$ cat config.mk
export PLATFORM = sky130hd
export DESIGN_NAME = elevator_scheduler
export DESIGN_NICKNAME = d
export VERILOG_FILES = /design/src/rtl/elevator_scheduler.sv
export SDC_FILE = /design/constraint.sdc
export NUM_CORES = 1
export LEC_CHECK = 0
export BUFFER_PORTS_ARGS = -buffer_cell sky130_fd_sc_hd__buf_2
export CAP_MARGIN = 20
export CORE_MARGIN = 5
export CORE_UTILIZATION = 54
export DETAILED_ROUTE_END_ITERATION = 10
export GPL_TIMING_DRIVEN = 1
export PLACE_DENSITY = 0.78
export SLEW_MARGIN = 20
export SYNTH_ARGS = -nofsm -noshare
export SYNTH_HDL_FRONTEND = slang
export SYNTH_SLANG_ARGS = --single-unit
$ cat constraint.sdc
create_clock -name clk -period 2.9 [get_ports clk]
set_clock_uncertainty 0.2 [all_clocks]
set_input_delay 0.435 -clock clk [delete_from_list [all_inputs] [get_ports clk]]
set_output_delay 0.435 -clock clk [all_outputs]
set_load 0.005 [all_outputs]
$ cat src/rtl/elevator_scheduler.sv
// ---------------------------------------------------------------------------
// elevator_scheduler
//   Single-car elevator sequencer using a SCAN (collective) policy.
//   Floor-button requests are latched into a pending mask. The car keeps
//   travelling in its current direction while requests lie ahead of it,
//   reverses when only requests behind it remain, and opens the door at
//   every floor that has a pending request. Floor-to-floor travel and door
//   dwell are each timed by a shared cycle counter.
//
// Ports
//   clk            in   1        clock, all state updated on posedge
//   rst            in   1        asynchronous active-high reset
//   buttons        in   FLOORS   level request per floor
//   current_floor  out  FLOOR_W  floor the car is at or last departed
//   door_open      out  1        door open (DOOR state)
//   moving         out  1        car travelling (MOVE state)
//   dir_up         out  1        sweep direction, 1 = up, 0 = down
//   pending        out  FLOORS   latched, unserved requests
// ---------------------------------------------------------------------------
module elevator_scheduler #(
    parameter int FLOORS        = 5,
    parameter int FLOOR_W       = 3,
    parameter int TRAVEL_CYCLES = 4,
    parameter int DOOR_CYCLES   = 3
) (
    input  logic               clk,
    input  logic               rst,
    input  logic [FLOORS-1:0]  buttons,
    output logic [FLOOR_W-1:0] current_floor,
    output logic               door_open,
    output logic               moving,
    output logic               dir_up,
    output logic [FLOORS-1:0]  pending
);

    // One timer serves both MOVE and DOOR, so it is sized for the longer.
    localparam int TMAX    = (TRAVEL_CYCLES > DOOR_CYCLES) ? TRAVEL_CYCLES : DOOR_CYCLES;
    localparam int TIMER_W = (TMAX < 2) ? 1 : $clog2(TMAX);

    typedef enum logic [1:0] {
        IDLE = 2'd0,
        MOVE = 2'd1,
        DOOR = 2'd2
    } state_t;

    state_t             state_reg, state_next;
    logic [TIMER_W-1:0] timer_reg, timer_next;
    logic [FLOOR_W-1:0] floor_reg, floor_next;
    logic               dir_reg, dir_next;
    logic [FLOORS-1:0]  pending_reg, pending_next;

    // Per-floor position masks relative to the car.
    logic [FLOORS-1:0]  floor_hot;
    logic [FLOORS-1:0]  above_mask;
    logic [FLOORS-1:0]  below_mask;
    logic [FLOORS-1:0]  clr;
    logic               ahead;
    logic               behind;
    logic               here_req;
    logic               hold_req;

    genvar gi;
    generate
        for (gi = 0; gi < FLOORS; gi++) begin : g_mask
            assign floor_hot[gi]  = (floor_reg == FLOOR_W'(gi));
            assign above_mask[gi] = (FLOOR_W'(gi) > floor_reg);
            assign below_mask[gi] = (FLOOR_W'(gi) < floor_reg);
        end
    endgenerate

    // The top/bottom floors have nothing beyond them, so a move is only ever
    // started toward an existing request and can never run off either end.
    assign ahead    = dir_reg ? |(pending_reg & above_mask) : |(pending_reg & below_mask);
    assign behind   = dir_reg ? |(pending_reg & below_mask) : |(pending_reg & above_mask);
    assign here_req = |(pending_reg & floor_hot);
    assign hold_req = |(buttons & floor_hot);

    always_comb begin
        state_next = state_reg;
        timer_next = timer_reg;
        floor_next = floor_reg;
        dir_next   = dir_reg;
        clr        = '0;
        case (state_reg)
            IDLE: begin
                if (here_req) begin
                    state_next = DOOR;
                    timer_next = '0;
                    clr        = floor_hot;
                end else if (ahead) begin
                    state_next = MOVE;
                    timer_next = '0;
                end else if (behind) begin
                    state_next = MOVE;
                    timer_next = '0;
                    dir_next   = ~dir_reg;
                end
            end
            MOVE: begin
                if (timer_reg == TIMER_W'(TRAVEL_CYCLES - 1)) begin
                    state_next = IDLE;
                    timer_next = '0;
                    floor_next = dir_reg ? floor_reg + FLOOR_W'(1) : floor_reg - FLOOR_W'(1);
                end else begin
                    timer_next = timer_reg + TIMER_W'(1);
                end
            end
            DOOR: begin
                // A request for this floor while the door is open is served
                // immediately: it never latches, and it restarts the dwell.
                clr = floor_hot;
                if (hold_req) begin
                    timer_next = '0;
                end else if (timer_reg == TIMER_W'(DOOR_CYCLES - 1)) begin
                    state_next = IDLE;
                    timer_next = '0;
                end else begin
                    timer_next = timer_reg + TIMER_W'(1);
                end
            end
            default: begin
                state_next = IDLE;
                timer_next = '0;
            end
        endcase
        // Clear wins over a same-edge set of the floor being served.
        pending_next = (pending_reg | buttons) & ~clr;
    end

    always_ff @(posedge clk or posedge rst) begin
        if (rst) begin
            state_reg   <= IDLE;
            timer_reg   <= '0;
            floor_reg   <= '0;
            dir_reg     <= 1'b1;
            pending_reg <= '0;
        end else begin
            state_reg   <= state_next;
            timer_reg   <= timer_next;
            floor_reg   <= floor_next;
            dir_reg     <= dir_next;
            pending_reg <= pending_next;
        end
    end

    assign current_floor = floor_reg;
    assign door_open     = (state_reg == DOOR);
    assign moving        = (state_reg == MOVE);
    assign dir_up        = dir_reg;
    assign pending       = pending_reg;

endmodule

# --- Yosys cells after proc, flatten, opt, wreduce, memory -nomap -nowiden ---
# Index checks and enable logic that the tools add are counted.
word_totals:
  register_bits: 13
  output_inout_bits: 11
classes:
  eq_ne: 12
  n_addsub: 3
  bitwise: 10
  mux: 19
  n_reduce_logical: 9
  n_lt_le_gt_ge: 10
op_table:
  columns: ["cell", "n"]
  rows:
  - ["AND 5 bit", 5]
  - ["two-way mux 2 bit", 12]
  - ["OR reduction 5 bit", 4]
  - ["case mux 2 bit (3 select lines)", 2]
  - ["case mux 5 bit (2 select lines)", 1]
  - ["AND reduction 4 bit", 2]
  - ["== test 2 bit, second input constant", 3]
  - ["== test 3 x 2 -> 1 bit, second input constant", 2]
  - ["> comparator 1 x 3 -> 1 bit, first input constant", 2]
  - ["> comparator 2 x 3 -> 1 bit, first input constant", 2]
  - ["less-than comparator 1 x 3 -> 1 bit, first input constant", 2]
  - ["less-than comparator 2 x 3 -> 1 bit, first input constant", 2]
  - ["two-way mux 5 bit", 1]
  - ["inverter 5 bit", 1]
  - ["bitwise OR 5 bit", 1]
  - ["!= test 2 x 1 -> 1 bit, second input constant", 2]
  - ["!= test 4 bit, second input constant", 1]
  - ["adder 3 x 1 -> 3 bit, second input constant", 1]
  - ["== test 3 x 1 -> 1 bit, second input constant", 1]
  - ["== test 3 bit, second input constant", 1]
  - ["> comparator 3 bit, first input constant", 1]
  - ["logical NOT 3 bit", 1]
  - ["less-than comparator 3 bit, first input constant", 1]
  - ["two-way mux 3 bit", 1]
  - ["8 further kinds", 11]

# --- Longest topological paths before layout ---
logic_depth:
  ltp_word: 8
  depth_mapped: 8
  mapped_depth_nobuf: 7

# --- Least setup slack after synthesis ---
# Ideal clock, no wire load.
synth_path:
  kind: "reg-to-reg"
  startpoint: "register floor_reg[0], in the netlist current_floor[0]"
  endpoint: "register timer_reg[1]"
  path_stages_with_launch: 9
  t_arrival_ns: 1.954
  path_slack_ns: 0.619
  path_cell_list: "dfrtp_1 > inv_1 > ha_1 > buf_2 > a22oi_2 > a22oi_2 > nor3_4 > nor3b_2 > mux2_1"
synth_between:
  elab_chain_cells: 7
synth_lines:
  columns: ["item", "line_no", "text"]
  rows:
  - ["from (decl)", "48", "logic [FLOOR_W-1:0] floor_reg, floor_next;"]
  - ["from (signal assigned)", "140", "floor_reg <= floor_next;"]
  - ["less-than comparator 1 x 3 -> 1 bit, or another cell as far along", "67", "assign below_mask[gi] = (FLOOR_W'(gi) < floor_reg);"]
  - ["AND 5 bit", "73, 74", null]
  - ["OR reduction 5 bit", "73, 74", null]
  - ["two-way mux 1 bit", "73", "assign ahead = dir_reg ? |(pending_reg & above_mask) : |(pending_reg & below_mask);"]
  - ["two-way mux 2 bit", "90", "end else if (ahead) begin"]
  - ["two-way mux 2 bit", "86", "if (here_req) begin"]
  - ["case mux 2 bit (3 select lines)", "84", "case (state_reg)"]
  - ["to (signal assigned)", "139", "timer_reg <= timer_next;"]
  - ["to (decl)", "47", "logic [TIMER_W-1:0] timer_reg, timer_next;"]
# Several ways; a longest one is shown, not always the timed one.
# A chain may end at the register's enable or synchronous reset.

# --- Worst setup path after layout ---
# Ends and elaborated chain as after synthesis.

==> flow_summary_export.csv <==
group,metric,value,unit
synthesis,ys_seq_elements,13,
finish,largest_reg_flops,5,
setup_path,reg2reg_to,"timer_reg[1]",
global_route,grt.total_usage,18.2,%
place,dpl.hpwl,1640,microns
finish,layout_commonest_cell,"buf_2",
power,power.density,616,mW/mm^2
clock_network,cts_tree,"yes",
floorplan,rows,15,
place,port_buffers,17,
global_route,grt_pass1_wl,3640,microns
worst_hold_path,worst_hold_path.num_cells,3,
synthesis,synth_top_area_share,30.2,%
setup_path,reg2reg_depth,7,
synthesis,synth_top_area_cell,"dfrtp_1",
finish,n_antenna_cell,0,
worst_hold_path,hp-class,"input port to register",
synthesis,async_reset_ff_share,100,%
clock_network,cts-root-buf,"clkbuf_4",
outcome,status,"complete, no violations",
floorplan,die_w,52.9,microns
finish,layout-drive-gt1-share,22.8,%
synthesis,synth_fp_nets,126,
setup_path,r2r_slack,450,ps
clock_network,htreeDepth,1,
clock_network,post_cts_buffers,0,
detailed_routing,ant_nets,0,
detailed_routing,drt_iter0_drc,14,
detailed_routing,drt-wirelength-per-cell,13.4,microns
worst_hold_path,holdCritStartpoint,"buttons[1]",
power,leakagePower,0.539,nW
setup_path,cp.arrival,2420,ps
synthesis,synth-main-ff-cell,"dfrtp_1",
timing,worstMarginPinSlew,491,ps
timing,post-route-min-period,2450,ps
detailed_routing,wl,2030,microns
timing,finalSetupViolations,0,
setup_path,crit_path_start_kind,"register",
global_route,grt_max_degree,16,
setup_path,rr_startpoint,"current_floor[0]",
setup_path,critPathKind,"register to register",
timing,finalHoldViolations,0,
job,max_cap_viol_count,0,
floorplan,core-area,0.00175,sq mm
clock_network,path_clk_slew,70,ps
power,peakVddDrop,0.358,mV
floorplan,die_h,52.9,microns
floorplan,start_util,57.1,%
floorplan,die_area,0.00280,sq mm
timing,min_period_over_period,84.6,%
synthesis,synth_edf_count,0,
timing,rsz0062_at_grt,"no",
global_route,overflow,0,
global_route,grt_pass1_vias,851,
synthesis,netlist_area,996,sq um
timing,slew_violations,0,
clock_network,cts_sinks,13,
synthesis,postSynthCellCount,107,
timing,tns,0,ps
synthesis,yosysSeqAreaShare,32.8,%
finish,nets,147,
synthesis,syn_avg_cell_area,9.31,sq um
detailed_routing,viasPerCell,5.43,
synthesis,synth_cell_types,39,
detailed_routing,drt_pass1_iterations,4,
clock_network,insertion_delay,280,ps
finish,stdcell_area,0.00113,sq mm
clock_network,numCtsBuffers,3,
detailed_routing,drc,0,
timing,max_freq,0.407,GHz
place,gp_congestion,0.840,
detailed_routing,vias,825,
clock_network,post_cts_resized,0,
setup_path,endpoint_kind,"register",
synthesis,ys_warn_count,0,
floorplan,io_pins,18,
finish,final_cell_mix,"buf_2, a21oi_1, ha_1, dfrtp_1, inv_1",
setup_path,crit_required,2860,ps
worst_hold_path,holdPathEnd,"pending[1]",
global_route,grt_antenna_before_repair,0,
synthesis,synth.area.top_cells,"dfrtp_1, ha_1, a21oi_1",
place,place_area,0.00110,sq mm
finish,area_delta_synth_final,13.7,%
timing,slew_headroom,67.2,%
clock_network,clk_path_buf_depth,2,
setup_path,cp_max_fo,10,
==> what timing repair did <==
item	4_1_cts	5_1_grt
hold endpoints to repair	12	0
hold buffers	1	0
setup endpoints to repair	0	0
==> layout make-up <==
class	count	area (sq um)
timing repair buffer	18	95.1
tap	25	31.3
clock buffer	4	26.3
inverter	11	41.3
fill	157	613
sequential	13	327
multi-input combinational	81	612
==> routing by layer <==
metal  part of all wire, %  wire (microns)  GRT usage, %
met5                     0               0             0
met4                   3.7              75          11.5
met3                   6.3             129          4.79
met2                    48             977          31.0
met1                    42             850          19.7
==> Yosys cell counts, types with 2 or more instances <==
| master | instances |
|---|---|
| nand2_1 | 9 |
| inv_1 | 11 |
| mux2i_1 | 2 |
| a21o_1 | 2 |
| ha_1 | 12 |
| dfrtp_1 | 12 |
| a22oi_2 | 2 |
| o21ai_0 | 3 |
| nand2b_1 | 2 |
| xor2_1 | 2 |
| nor2_1 | 9 |
| a21oi_1 | 14 |
==> critical path: stages, from the launching register on <==
cell and delay [ps]:
dfrtp_1 510, inv_1 140, ha_1 320, a22oi_2 200
a22oi_2 130, nor3_4 230, nor3b_2 270, mux2_1 340
==> kinds of logic (layout without fill, tap and decap cells) <==
group           count (synthesis)  after routing  share of synthesized area, %
compound gates                 34             34                          24.5
mux                             3              3                          3.14
simple gates                   29             29                          16.1
flops                          13             13                          32.8
fa+ha+maj                      12             12                          15.1
xor+xnor                        3              3                          2.64
buf+inv                        13             33                          5.78
==> metrics by stage <==
stage	hold WS (ps)	std cells	util, %	power, W	setup WS (ps)
global route	238	152	64.9	0.000765	326
CTS	211	152	64.9	0.000704	447
finish	213	152	64.9	0.000697	446
floorplan	111	107	-	0.000502	619
detailed placement	278	147	62.8	0.000589	480
global placement	271	147	62.8	0.000580	573
==> worst max-delay path by stage <==
stage                           startpoint            to  slack [ps]  depth (start not counted)
after CTS                 current_floor[0]  timer_reg[1]         450                          7
after global routing      current_floor[0]  timer_reg[1]         330                          7
final                     current_floor[0]  timer_reg[1]         450                          7
after floorplan           current_floor[0]  timer_reg[1]         620                          8
after global placement    current_floor[0]  timer_reg[1]         570                          7
after detailed placement  current_floor[0]  timer_reg[1]         480                          7
==> where the power goes <==
part	switching [W]	leakage (nW)	internal, W
Combinational	0.000188	0.372	0.000150
Clock	0.0000542	0.0150	0.0000535
Sequential	0.0000373	0.151	0.000214
Total	0.000279	0.539	0.000418
Power figures use the tool's default switching activity.
